File: config.mk
export PLATFORM = sky130hd
export DESIGN_NAME = pixel_render
export DESIGN_NICKNAME = d
export VERILOG_FILES = /design/src/rtl/render_pkg.sv /design/src/rtl/sync_delay.sv /design/src/rtl/pixel_render.sv
export SDC_FILE = /design/constraint.sdc
export NUM_CORES = 1
export LEC_CHECK = 0
export BUFFER_PORTS_ARGS = -buffer_cell sky130_fd_sc_hd__buf_2
export CAP_MARGIN = 40
export CORE_MARGIN = 5
export CORE_UTILIZATION = 35
export DETAILED_ROUTE_END_ITERATION = 12
export SLEW_MARGIN = 20
export SYNTH_ARGS = -nofsm -noshare
export SYNTH_HDL_FRONTEND = slang
export SYNTH_SLANG_ARGS = --single-unit
File: constraint.sdc
create_clock -name CLOCK_50 -period 2.73 [get_ports CLOCK_50]
set_clock_uncertainty 0.2 [all_clocks]
set_input_delay 0.1365 -clock CLOCK_50 [delete_from_list [all_inputs] [get_ports CLOCK_50]]
set_output_delay 0.1365 -clock CLOCK_50 [all_outputs]
set_load 0.01 [all_outputs]
File: src/rtl/render_pkg.sv
// Shared types and constants for the pixel renderer.
package render_pkg;

  localparam int unsigned ROW_W = 9;
  localparam int unsigned COL_W = 10;
  localparam int unsigned CMP_W = 11;

  typedef struct packed {
    logic [7:0] r;
    logic [7:0] g;
    logic [7:0] b;
  } rgb_t;

  localparam rgb_t COLOR_BLACK  = 24'h000000;
  localparam rgb_t COLOR_SKY    = 24'h70C5CE;
  localparam rgb_t COLOR_PIPE   = 24'h2E8B22;
  localparam rgb_t COLOR_BIRD   = 24'hFFD700;
  localparam rgb_t COLOR_GROUND = 24'hDED895;

  localparam logic [ROW_W-1:0] RST_BIRD_Y = 9'd240;
  localparam logic [COL_W-1:0] RST_PIPE_X = 10'd640;
  localparam logic [ROW_W-1:0] RST_GAP_Y  = 9'd200;
  localparam logic [ROW_W-1:0] GROUND_ROW = 9'd448;

  typedef struct packed {
    logic [ROW_W-1:0] bird_y;
    logic [COL_W-1:0] pipe_x;
    logic [ROW_W-1:0] gap_y;
  } pos_t;

  localparam pos_t RST_POS = '{bird_y: RST_BIRD_Y, pipe_x: RST_PIPE_X, gap_y: RST_GAP_Y};

  typedef enum logic {
    ST_IDLE    = 1'b0,
    ST_PENDING = 1'b1
  } upd_state_t;

  // Inclusive range test on zero-extended coordinates.
  function automatic logic in_span(input logic [CMP_W-1:0] v,
                                   input logic [CMP_W-1:0] lo,
                                   input logic [CMP_W-1:0] hi);
    return (v >= lo) && (v <= hi);
  endfunction

endpackage

File: src/rtl/sync_delay.sv
// N-stage, W-bit shift register with synchronous active-low clear.
module sync_delay #(
  parameter int unsigned N = 2,
  parameter int unsigned W = 1
) (
  input  logic         clk,
  input  logic         clr_n,
  input  logic [W-1:0] d,
  output logic [W-1:0] q
);

  logic [W-1:0] stage_q [N];

  // Shift d through N registers; clear empties every stage.
  always_ff @(posedge clk) begin
    if (!clr_n) begin
      for (int i = 0; i < N; i++) stage_q[i] <= '0;
    end else begin
      stage_q[0] <= d;
      for (int i = 1; i < N; i++) stage_q[i] <= stage_q[i-1];
    end
  end

  assign q = stage_q[N-1];

endmodule

File: src/rtl/pixel_render.sv
// Two-stage pixel renderer for a bird / pipe / ground scene.
// Positions are double-buffered and swap only at the VS falling edge.
// Build option: define GROUND_EN to paint rows 448..479 as ground.
module pixel_render
  import render_pkg::*;
#(
  parameter int unsigned BIRD_COL = 100,
  parameter int unsigned PIPE_W   = 48,
  parameter int unsigned GAP_H    = 120
) (
  input  logic             CLOCK_50,
  input  logic             reset_L,
  input  logic             HS,
  input  logic             VS,
  input  logic             blank,
  input  logic [ROW_W-1:0] row,
  input  logic [COL_W-1:0] col,
  input  logic             upd_valid,
  output logic             upd_ready,
  input  logic [ROW_W-1:0] bird_y,
  input  logic [COL_W-1:0] pipe_x,
  input  logic [ROW_W-1:0] gap_y,
  output logic [7:0]       VGA_R,
  output logic [7:0]       VGA_G,
  output logic [7:0]       VGA_B,
  output logic             VGA_HS,
  output logic             VGA_VS,
  output logic             VGA_BLANK_N,
  output logic             frame_done
);

  upd_state_t state_q, state_d;
  pos_t       active_q, active_d;
  pos_t       shadow_q, shadow_d;
  logic       vs_q;
  logic       boundary_c;

  // Registered VS; cleared so no boundary is seen until VS is sampled.
  always_ff @(posedge CLOCK_50) begin
    if (!reset_L) vs_q <= 1'b0;
    else          vs_q <= VS;
  end

  assign boundary_c = vs_q & ~VS;
  assign frame_done = boundary_c;

  // Update FSM state plus shadow/active position registers.
  always_ff @(posedge CLOCK_50) begin
    if (!reset_L) begin
      state_q  <= ST_IDLE;
      active_q <= RST_POS;
      shadow_q <= RST_POS;
    end else begin
      state_q  <= state_d;
      active_q <= active_d;
      shadow_q <= shadow_d;
    end
  end

  // Capture offered positions when idle; commit them at the next boundary.
  always_comb begin
    state_d   = state_q;
    active_d  = active_q;
    shadow_d  = shadow_q;
    upd_ready = 1'b0;
    case (state_q)
      ST_IDLE: begin
        upd_ready = 1'b1;
        if (upd_valid) begin
          shadow_d = '{bird_y: bird_y, pipe_x: pipe_x, gap_y: gap_y};
          state_d  = ST_PENDING;
        end
      end
      ST_PENDING: begin
        if (boundary_c) begin
          active_d = shadow_q;
          state_d  = ST_IDLE;
        end
      end
      default: state_d = ST_IDLE;
    endcase
  end

  logic [COL_W-1:0] bird_bot_c;
  logic [CMP_W-1:0] pipe_r_c;
  logic [COL_W-1:0] gap_bot_c;
  logic             bird_hit_c, pipe_hit_c, ground_hit_c;

  assign bird_bot_c = {1'b0, active_q.bird_y} + 10'd15;
  assign pipe_r_c   = {1'b0, active_q.pipe_x} + CMP_W'(PIPE_W - 1);
  assign gap_bot_c  = {1'b0, active_q.gap_y} + COL_W'(GAP_H - 1);

  assign bird_hit_c = in_span(CMP_W'(col), CMP_W'(BIRD_COL), CMP_W'(BIRD_COL + 15)) &&
                      in_span(CMP_W'(row), CMP_W'(active_q.bird_y), CMP_W'(bird_bot_c));

  assign pipe_hit_c = in_span(CMP_W'(col), CMP_W'(active_q.pipe_x), pipe_r_c) &&
                      !in_span(CMP_W'(row), CMP_W'(active_q.gap_y), CMP_W'(gap_bot_c));

`ifdef GROUND_EN
  assign ground_hit_c = (row >= GROUND_ROW);
`else
  assign ground_hit_c = 1'b0;
`endif

  logic bird_s1, pipe_s1, ground_s1, blank_s1;

  // Stage 1: hit flags, suppressed during blanking.
  always_ff @(posedge CLOCK_50) begin
    if (!reset_L) begin
      bird_s1   <= 1'b0;
      pipe_s1   <= 1'b0;
      ground_s1 <= 1'b0;
      blank_s1  <= 1'b1;
    end else begin
      bird_s1   <= bird_hit_c & ~blank;
      pipe_s1   <= pipe_hit_c & ~blank;
      ground_s1 <= ground_hit_c & ~blank;
      blank_s1  <= blank;
    end
  end

  rgb_t color_c, color_q;

  // Colour priority: bird over pipe over ground over sky; black when blanked.
  always_comb begin
    color_c = COLOR_SKY;
    if (blank_s1)       color_c = COLOR_BLACK;
    else if (bird_s1)   color_c = COLOR_BIRD;
    else if (pipe_s1)   color_c = COLOR_PIPE;
    else if (ground_s1) color_c = COLOR_GROUND;
  end

  // Stage 2: registered colour.
  always_ff @(posedge CLOCK_50) begin
    if (!reset_L) color_q <= COLOR_BLACK;
    else          color_q <= color_c;
  end

  assign VGA_R = color_q.r;
  assign VGA_G = color_q.g;
  assign VGA_B = color_q.b;

  // Timing is stored inverted so a cleared delay line reads HS=VS=1, BLANK_N=0.
  logic [2:0] sync_q;

  sync_delay #(
    .N(2),
    .W(3)
  ) u_sync_delay (
    .clk   (CLOCK_50),
    .clr_n (reset_L),
    .d     ({~HS, ~VS, ~blank}),
    .q     (sync_q)
  );

  assign VGA_HS      = ~sync_q[2];
  assign VGA_VS      = ~sync_q[1];
  assign VGA_BLANK_N = sync_q[0];

endmodule

-- Word level (Yosys, flattened, before mapping)
Memory sizes are Yosys's and may differ from the RTL's.
Cells that the tools add are included.
- flip-flop bits (word level): 85
- bits in writable memories: 6
- input port bits: 53
- output and inout bits: 29
- logic and storage cells: 60
- memories kept: 1
- memories (name ; depth ; width ; rd ports ; clocked after memory_dff ; write ports ; RTL line ; text):
    u_sync_delay.stage_q ; 2 ; 3 ; 2 ; 0 ; 2 ; sync_delay.sv:12 ; logic [W-1:0] stage_q [N];
- add/subtract/negate cells: 3
- magnitude comparators: 8
- multiplexer cells: 10
- bitwise gates (word level): 12
- reductions and logical operators: 11
- operators with widths (operator ; number):
    2-to-1 mux 24 bit ; 1
    2-to-1 mux 23 bit ; 1
    less-or-equal comparator 9 x 10 -> 1 bit ; 2
    >= comparator 9 bit ; 2
    adder 10 x 6 -> 11 bit, second input constant ; 1
    less-or-equal comparator 10 x 11 -> 1 bit ; 1
    adder 9 x 4 -> 10 bit, second input constant ; 1
    adder 9 x 7 -> 10 bit, second input constant ; 1
    >= comparator 10 bit ; 1
    >= comparator 10 x 7 -> 1 bit, second input constant ; 1
    less-or-equal comparator 10 x 7 -> 1 bit, second input constant ; 1
    inverter 1 bit ; 7
    logical AND 1 bit ; 6
    2-to-1 mux 3 bit ; 2
    2-to-1 mux 1 bit ; 5
    AND reduction 2 bit ; 2
    AND 1 bit ; 3
    OR reduction 3 bit ; 1
    OR 1 bit ; 2
    case mux 1 bit (2 select lines) ; 1
    OR reduction 2 bit ; 1
    zero test 1 bit ; 1

-- Longest topological paths before layout
Gate-level depths: netlist of run 1.
- depth after elaboration: 6
- gate-level depth with buffers: 13
- mapped depth without buffers: 13

-- Cells and area by module
Synthesis of run 1 repeated with hierarchy kept, for this count alone.
- cells, all modules: 526
- area, all modules: 4332.9 µm²
- modules (own cells, without submodules) (module ; instances ; cells each ; area an instance (µm²) ; seq. area each (µm²)):
    pixel_render ; 1 ; 511 ; 4152.7 ; 1361.3
    sync_delay ; 1 ; 15 ; 180.2 ; 120.1

-- Worst setup path before layout of run 1
Ideal clock, no wire load.
- path kind: reg2reg
- start: reg active_q[19] in the netlist's numbering
- end: reg bird_s1
- setup time: 92 ps
- arrival: 2272 ps
- required time: 2438 ps
- setup slack: 166 ps
- cell stages (with the launch flop): 10
- path buffers: 0
- clock period less this slack: 2564 ps
- cells stage by stage: dfxtp_1 > nor4_1 > nand2b_1 > xnor2_1 > ha_1 > a21o_1 > a21o_1 > a2111oi_0 > a211oi_1 > nor4_1
- word-level cells in the longest chain between the ends: 5
- elaborated cells on any way between the ends: 6
- classes of those cells: 1 x add/sub; 2 x order compare; 1 x bitwise; 2 x reduce/logical
- RTL lines (what ; RTL line ; text):
    start: declaration ; pixel_render.sv:33 ; pos_t active_q, active_d;
    start signal: assignment ; pixel_render.sv:55 ; active_q <= active_d;
    adder 9 x 4 -> 10 bit ; pixel_render.sv:89 ; assign bird_bot_c = {1'b0, active_q.bird_y} + 10'd15;
    less-or-equal comparator 9 x 10 -> 1 bit ; render_pkg.sv:42 ; return (v >= lo) && (v <= hi);
    logical AND 1 bit * ; render_pkg.sv:42 ;
    logical AND 1 bit * ; pixel_render.sv:93 ; assign bird_hit_c = in_span(CMP_W'(col), CMP_W'(BIRD_COL), CMP_W'(BIRD_COL + 15)) &&
    AND 1 bit * ; pixel_render.sv:115 ; bird_s1 <= bird_hit_c & ~blank;
    end signal: assignment ; pixel_render.sv:115 ;
    end: declaration ; pixel_render.sv:105 ; logic bird_s1, pipe_s1, ground_s1, blank_s1;
Every way passes the cells marked *; elsewhere a longest branch is shown, timed or not.
A chain may end at the register's enable or synchronous reset.

-- Final worst setup path of run 1
- start: reg active_q[1] in the netlist's numbering
- end: reg pipe_s1
- word-level cells in the longest chain between the ends: 6
- elaborated cells on any way between the ends: 7
- classes of those cells: 1 x add/sub; 2 x order compare; 1 x bitwise; 3 x reduce/logical
- RTL lines (what ; RTL line ; text):
    adder 9 x 7 -> 10 bit ; pixel_render.sv:91 ; assign gap_bot_c = {1'b0, active_q.gap_y} + COL_W'(GAP_H - 1);
    less-or-equal comparator 9 x 10 -> 1 bit ; render_pkg.sv:42 ;
    logical AND 1 bit * ; render_pkg.sv:42 ;
    zero test 1 bit * ; pixel_render.sv:97 ; !in_span(CMP_W'(row), CMP_W'(active_q.gap_y), CMP_W'(gap_bot_c));
    logical AND 1 bit * ; pixel_render.sv:96 ; assign pipe_hit_c = in_span(CMP_W'(col), CMP_W'(active_q.pipe_x), pipe_r_c) &&
    AND 1 bit * ; pixel_render.sv:116 ; pipe_s1 <= pipe_hit_c & ~blank;
    end signal: assignment ; pixel_render.sv:116 ;
    end: declaration ; pixel_render.sv:105 ;
Marked as above.

==> qor.csv, run 1 <==
metric;value;unit
outcome;complete, no violations;
# H-tree levels;3;
CP arrival;2.65;ns
Die Ht;121;um
endpoints failing setup;0;
overflow left after global routing;0;
#FFs+latches synth;74;
Worst Setup SP;active_q[1];
CP delay by family, top;simple AND/OR/NAND/NOR gates;
TritonCTS clock tree;done;
Mapped Avg Cell Area;8.29;sq um
total die area;14500;sq um
IO Count;82;
layout cells sized above 1;0.214;
count leader, synth;nand2_1;
Routed wire per std cell;13.5;um
1st-pass router iterations;4;
Num CTS Buffers;9;
Hold WC Path Type;in -> reg;
initial antenna violation count;0;
Cell Pwr Density;511;nW/um^2
Simple-Gate Fraction of Synth Area;0.198;
top cells by count, synth;nand2_1 (116), dfxtp_1 (74), ha_1 (59);
Final WS setup;0.124;ns
largest family of logic cells by synthesized area;simple AND/OR/NAND/NOR gates;
register area share after synthesis;0.347;
routing usage on met2;0.228;
worst-path cell with the longest stage delay;or4_4;
synthesized area;4280;sq um
hold path startpoint;col[4];
total track usage;0.147;
CP Cell Sequence;nor3_4 -> nor2_1 -> or4_4 -> xnor2_1 -> ha_1 -> o21ai_0 -> nand2b_1 -> a21oi_1 -> a311oi_2 -> a22oi_1 -> buf_4 -> nor4_4;
Die Width;121;um
Max-slew headroom;0.567;
Via-to-Cell Ratio;4.80;
CTS Root Cell;clkbuf_16;
CTS Buffer Depth;2;
r2r setup slk;0.12;ns
area grow syn2layout;31.7;%
first-pass GRT wire length;17300;um
area post-placement;4750;sq um
Critical Path Fanout Max;3;
# rows;40;
Worst setup SP type;flip-flop;
Distinct cells, synth;39;
critical path type;reg -> reg;
top cell type's share of synthesized area;0.347;
Initial DRC Count;153;
fin crit share;0.955;
gr busiest metal;met2;
Hold Fails Final Rpt;0;
Post-synth top flop;dfxtp_1;
Tot Pwr;2.88;mW
Ant. Diodes;0;
NumNets Final;738;
largest net degree at the start of global routing;65;
fraction of registers with async set/reset;0;
Post-Synthesis Cells;516;
cell area after layout;5630;sq um
initial core utilization;0.356;
crit path buf inv count;1;
Peak VDD IR;227;uV
clock sinks;74;
compound-cell area share of the yosys netlist;0.159;
Port-buffer cells;78;
EDFF count, synth;0;
Final Critical Period;2.61;ns
Pleak;2.51;nW
max-slew violations;0;
Clock Pin Slew Worst Setup and Hold Paths;0.06;ns
multiplexer area fraction after synthesis;0;
vias in the first global route;3596;
XOR/XNOR Fraction of Synth Area;0.0451;
adder-cell share of the synthesized area;0.173;
DRT antenna net count;0;
Crit. End Element;flip-flop;
R2R Path Start;active_q[1];
DR vias;3737;
Skew-Pair Late Insertion Delay;0.33;ns
Max stage delay on crit path;0.43;ns
Least-Margin Pin Slew;0.648;ns
max-cap violations;0;
synth top area cells;dfxtp_1 (35%), ha_1 (17%), nand2_1 (10%);
Final TNS setup;0;ns
Post-Route WL;10500;um
pre-CTS WS;-0.0422;ns
grt met3 use;0.0201;
hpwl dp;7980;um
fmax;384;MHz
Synth Warn #;0;
dominant cell type by area after synthesis;dfxtp_1;
met1 Track Usage GR;0.206;
Placeable Area;12000;sq um
DRC violations left;0;
GP Congestion;0.858;
Hold WS;0.0495;ns
Req. time, crit path;2.78;ns
[logic make-up after synthesis]
family | Yosys count
compound gates | 101
xor+xnor | 22
fa+ha+maj | 59
buf+inv | 71
flops | 74
other cells | 1
simple gates | 188
[cell type report]
type                       count  area (sq um)
inverter                      37           139
multi-input combinational    373          2590
tap                          147           184
timing repair buffer         131           878
sequential                    74          1490
clock buffer                  12           246
fill                        1170          6380
clock inverter                 4          98.8
[repair_timing]
action,4_1_cts,5_1_grt
pin swaps,1,10
buffers inserted,0,6
endpoints found under the setup margin,2,2
gates resized for setup,3,25
hold buffers,36,0
endpoints found under the hold margin,36,0
[per-stage QoR]
stage | instances | util
6_report | 778 | 0.469
5_1_grt | 778 | 0.469
3_3_place_gp | 720 | 0.396
3_5_place_dp | 720 | 0.396
2_1_floorplan | 518 | -
4_1_cts | 772 | 0.455
[sequential cells by signal (all words and copies together), names as in the netlist, 3 cells and up]
register / cells
VGA_B: 3
VGA_R: 4
active_q: 28
shadow_q: 28
u_sync_delay.stage_q: 6
[worst min-delay path, cell delays in order]
cell and delay (ns):
buf_2 0.12, xor2_1 0.19, nor4_1 0.08
[path summary, 6_finish.rpt]
kind | endpoint | cells after the start
hold / removal | bird_s1 | 3
setup / recovery | pipe_s1 | 12
setup reg to reg | pipe_s1 | 12
hold reg to reg | u_sync_delay.stage_q[0][3] | 1
[per-layer routing]
metal  share of wire  wire length (um)
met1            0.50              5230
met2            0.44              4680
met3           0.043               451
met4           0.014               151
met5               0                 0
[where the power goes]
group          total [mW]  switching, mW  leakage [nW]  internal (mW)
Clock                1.36          0.440         0.167          0.920
Combinational       0.370          0.189          1.73          0.181
Sequential           1.15         0.0234         0.608           1.12
Total                2.88          0.652          2.51           2.22
[cell usage in the layout (no fill, tap or decap), types with 2 or more instances in the layout]
cell / count
conb_1: 3
and2_1: 7
xnor2_1: 21
dfxtp_1: 69
o21ai_0: 9
ha_1: 58
nand2b_1: 3
inv_1: 36
buf_2: 78
a21o_1: 6
nand4_1: 8
nor3_2: 3
clkbuf_1: 2
bufinv_16: 3
nand3_1: 15
nand2_1: 116
dfxtp_2: 4
nor3_1: 3
nor2_1: 12
dlygate4sd3_1: 36
o211ai_1: 12
clkbuf_16: 9
nor4_2: 2
a21oi_1: 22
a31oi_1: 3
a21oi_2: 2
a21boi_0: 37
buf_4: 17
nor4_4: 2
nor2b_1: 7
(Power assumes the default switching activity.)
==> inputs of run 2 (changes only) <==
--- a/config.mk
+++ b/config.mk
@@ -10,6 +10,7 @@
 export CORE_MARGIN = 5
 export CORE_UTILIZATION = 35
 export DETAILED_ROUTE_END_ITERATION = 12
+export PLACE_DENSITY = 0.63
 export SLEW_MARGIN = 20
 export SYNTH_ARGS = -nofsm -noshare
 export SYNTH_HDL_FRONTEND = slang
==> qor.csv, run 2 (synthesis results as in run 1) <==
metric;value;unit
Final Critical Period;2.57;ns
area grow syn2layout;30.1;%
IO Count;82;
Initial DRC Count;155;
Peak VDD IR;329;uV
biggest regs;active_q (28), shadow_q (28), u_sync_delay.stage_q (6);
largest net degree at the start of global routing;65;
fin crit share;0.941;
DR vias;3783;
initial core utilization;0.356;
Hold WC Path Type;in -> reg;
max-cap violations;0;
NumNets Final;730;
Worst setup SP type;flip-flop;
outcome;complete, no violations;
clock sinks;74;
Final WS setup;0.162;ns
Routed wire per std cell;13.6;um
max-slew violations;0;
Cell Pwr Density;509;nW/um^2
DRC violations left;0;
Req. time, crit path;2.77;ns
total track usage;0.149;
CP arrival;2.61;ns
critical path type;reg -> reg;
Ant. Diodes;0;
TritonCTS clock tree;done;
1st-pass router iterations;5;
initial antenna violation count;0;
pre-CTS WS;-0.0641;ns
total die area;14500;sq um
vias in the first global route;3802;
Via-to-Cell Ratio;4.91;
Hold Fails Final Rpt;0;
commonest non-fill, non-tap cells in the layout;nand2_1 (116), buf_2 (78), dfxtp_1 (69), ha_1 (57), a21boi_0 (37);
layout cells sized above 1;0.207;
Die Ht;121;um
Skew-Pair Late Insertion Delay;0.34;ns
Num CTS Buffers;9;
first-pass GRT wire length;17600;um
Max stage delay on crit path;0.36;ns
# H-tree levels;3;
Post-Route WL;10500;um
Tot Pwr;2.83;mW
Placeable Area;12000;sq um
Clock Pin Slew Worst Setup and Hold Paths;0.06;ns
overflow left after global routing;0;
fmax;389;MHz
CTS Root Cell;clkbuf_16;
Max-slew headroom;0.590;
# rows;40;
CP delay by family, top;simple AND/OR/NAND/NOR gates;
DRT antenna net count;0;
worst-path cell with the longest stage delay;dfxtp_2;
Least-Margin Pin Slew;0.613;ns
endpoints failing setup;0;
CP Cell Sequence;inv_1 -> ha_2 -> and3_4 -> nor3_4 -> xnor2_1 -> ha_1 -> buf_4 -> nand4_1 -> a21oi_1 -> a2111oi_4 -> a211oi_1 -> nor4_1;
Port-buffer cells;78;
Critical Path Fanout Max;3;
most common cell after layout, fill and taps aside;nand2_1;
crit path buf inv count;2;
GP Congestion;0.903;
hpwl dp;7850;um
CTS Buffer Depth;2;
Die Width;121;um
Pleak;2.45;nW
Crit. End Element;flip-flop;
==> run 2: cell count changes in the layout (fill, tap and decap cells not counted), moves of 2 or more <==
cell	previous run	this run
clkbuf_1	2	0
buf_4	17	9
nor3_2	3	1
clkbuf_8	1	3
==> run 2: worst register-to-register path: stages (launching register included) <==
cell       delay (ns)
dfxtp_2          0.36
inv_1            0.08
ha_2             0.19
and3_4           0.20
nor3_4           0.16
xnor2_1          0.15
ha_1             0.27
buf_4            0.14
nand4_1          0.10
a21oi_1          0.09
a2111oi_4        0.20
a211oi_1         0.07
nor4_1           0.26
==> run 2: per-layer routing <==
layer  GRT usage  vias to the layer above  wire (um)
met1       0.190                     1731       5000
met3      0.0360                       17        511
met2       0.249                       97       4820
li1            -                     1938          -
met4      0.0460                        0        140
met5           0                        -          0
==> run 2: what timing repair did <==
action                                  CTS  global route
endpoints found under the hold margin    36             0
resized for setup                         3            26
hold buffers                             36             0
buffers inserted                          0             2
endpoints found under the setup margin    2             2
pin swaps                                 0             8
==> run 2: area by class of cell <==
cell class	count	area, sq um
clock buffers	12	267
repair buffers	123	818
well taps	147	184
multi-input cells	373	2590
fillers	1201	6450
clock inverters	4	72.6
flip-flops and latches	74	1490
inverters	37	139
==> run 2: worst paths after layout <==
path,startpoint,endpoint,slack [ns],cells after the start
min reg2reg,u_sync_delay.stage_q[0][1],u_sync_delay.stage_q[0][4],0.23,1
min,col[4],bird_s1,0.04,3
max reg2reg,active_q[20],bird_s1,0.16,12
max,active_q[20],bird_s1,0.16,12
==> run 2: per-stage QoR <==
| stage | instance area (sq um) | util | setup TNS, ns | hold WS [ns] | instances |
|---|---|---|---|---|---|
| final | 5560 | 0.463 | 0 | 0.0353 | 770 |
| after global routing | 5560 | 0.463 | -0.00501 | 0.0428 | 770 |
| after CTS | 5430 | 0.452 | 0 | 0.0406 | 768 |
| after detailed placement | 4720 | 0.393 | -0.0924 | 0.0946 | 716 |
| after global placement | 4720 | 0.393 | 0 | 0.0969 | 716 |
| after floorplan | 4280 | - | 0 | 0.00811 | 518 |
==> run 2: power breakdown <==
group          switching, mW  total, mW  leakage, nW  internal, mW
clock network          0.449       1.32        0.165         0.873
logic                  0.188      0.365         1.68         0.178
registers             0.0229       1.14        0.608          1.12
total                  0.659       2.83         2.45          2.17
==> inputs of run 3 (changes only) <==
--- a/config.mk
+++ b/config.mk
@@ -10,7 +10,8 @@
 export CORE_MARGIN = 5
 export CORE_UTILIZATION = 35
 export DETAILED_ROUTE_END_ITERATION = 12
-export PLACE_DENSITY = 0.63
+export PLACE_DENSITY = 0.53
+export SKIP_CTS_REPAIR_TIMING = 1
 export SLEW_MARGIN = 20
 export SYNTH_ARGS = -nofsm -noshare
 export SYNTH_HDL_FRONTEND = slang
==> qor.csv, run 3 (synthesis results as in run 1) <==
metric;value;unit
Max stage delay on crit path;0.43;ns
DRT antenna net count;0;
worst hold stages;3;
most common cell after layout, fill and taps aside;nand2_1;
Hold Fails Final Rpt;1;
Final Critical Period;2.55;ns
area taken by multi-input logic gates;2570;sq um
critical path depth in cells;11;
hold path startpoint;reset_L;
total track usage;0.147;
Hold WS;-0.00817;ns
max-cap violations;0;
Critical Path Fanout Max;4;
max-slew violations;0;
FF-to-FF End;pipe_s1;
Crit. End Element;flip-flop;
overflow left after global routing;0;
Max-slew headroom;0.559;
vias in the first global route;3591;
DRC violations left;0;
NumNets Final;727;
outcome;finished with violations;
crit path buf inv count;0;
R2R Path Start;active_q[0];
# H-tree levels;3;
layout cells sized above 1;0.200;
pre-CTS WS;0.0288;ns
endpoints failing setup;0;
Final WS setup;0.182;ns
CTS Buffer Depth;2;
initial core utilization;0.356;
fin crit share;0.933;
Core Util, Final;0.456;
biggest regs;active_q (28), shadow_q (28), u_sync_delay.stage_q (6);
IO Count;82;
Die Ht;121;um
Tot Pwr;2.63;mW
Req. time, crit path;2.78;ns
DR vias;3701;
Post-Route WL;10400;um
r2r setup slk;0.18;ns
Final TNS setup;0;ns
first-pass GRT wire length;17100;um
Initial DRC Count;144;
register area;1490;sq um
Num CTS Buffers;9;
Routed wire per std cell;13.6;um
largest net degree at the start of global routing;65;
Skew-Pair Late Insertion Delay;0.34;ns
Pleak;2.41;nW
critical path type;reg -> reg;
R2R depth;11;
Clock Pin Slew Worst Setup and Hold Paths;0.06;ns
Finished Layout Cells;767;
CP Cell Sequence;nor3_2 -> nor2_1 -> or4_4 -> xnor2_1 -> ha_1 -> o21ai_1 -> nand2b_1 -> a21oi_1 -> a311oi_2 -> a22oi_2 -> nor4_2;
commonest non-fill, non-tap cells in the layout;nand2_1 (116), buf_2 (78), dfxtp_1 (70), ha_1 (58), a21boi_0 (37);
# rows;40;
fmax;392;MHz
failing checks;negative hold slack;
1st-pass router iterations;4;
Cell Pwr Density;481;nW/um^2
Peak VDD IR;283;uV
worst-path cell with the longest stage delay;or4_4;
Hold WC Path Type;in -> reg;
area grow syn2layout;28.0;%
Port-buffer cells;78;
Hold EP;blank_s1;
placed insts;715;
CP delay by family, top;simple AND/OR/NAND/NOR gates;
CTS Root Cell;clkbuf_16;
fillers;1185;
Ant. Diodes;0;
CP arrival;2.60;ns
Least-Margin Pin Slew;0.660;ns
initial antenna violation count;0;
clock sinks;74;
TritonCTS clock tree;done;
hpwl dp;7910;um
total die area;14500;sq um
Via-to-Cell Ratio;4.83;
GP Congestion;0.843;
RSZ-0062 raised after global routing;false;
Die Width;121;um
Placeable Area;12000;sq um
Worst setup SP type;flip-flop;
[run 3: how the worst max path moves through the flow]
stage / start / to / slack, ns
after detailed placement: active_q[19] / bird_s1 / 0.03
after global placement: active_q[19] / bird_s1 / 0.08
after CTS: active_q[19] / bird_s1 / 0.0003
after global routing: active_q[0] / pipe_s1 / 0.002
final: active_q[0] / pipe_s1 / 0.18
after floorplan: active_q[19] / bird_s1 / 0.17
[run 3: cell type report]
class,instances,share of cell area
timing repair buffer,120,0.147
tap,147,0.0336
multi-input combinational,373,0.469
clock buffer,9,0.0412
clock inverter,7,0.0112
inverter,37,0.0254
sequential,74,0.272
[run 3: metal layers]
metal / global-route usage / wire, um / vias up
met3: 0.0332 / 420 / 16
met5: 0 / 0 / -
met4: 0.0545 / 258 / 0
met1: 0.193 / 5020 / 1672
li1: - / - / 1934
met2: 0.235 / 4710 / 79
[run 3: per-stage QoR]
stage          instance area, sq um  hold WS, ns
2_1_floorplan                  4280      0.00811
3_3_place_gp                   4730       0.0919
3_5_place_dp                   4730       0.0953
4_1_cts                        5010       -0.263
5_1_grt                        5470      0.00256
6_report                       5470     -0.00817
[run 3: worst min-delay path, delay by kind of cell]
| family | cells | cell delay (ns) |
|---|---|---|
| AND/OR/NAND/NOR | 1 | 0.15 |
| buffers and inverters | 2 | 0.19 |
[run 3: report_power, final]
group          internal [mW]  total [mW]  switching (mW)
combinational          0.177       0.363           0.187
clock                  0.630        1.12           0.493
sequential              1.12        1.14          0.0226
total                   1.93        2.63           0.702
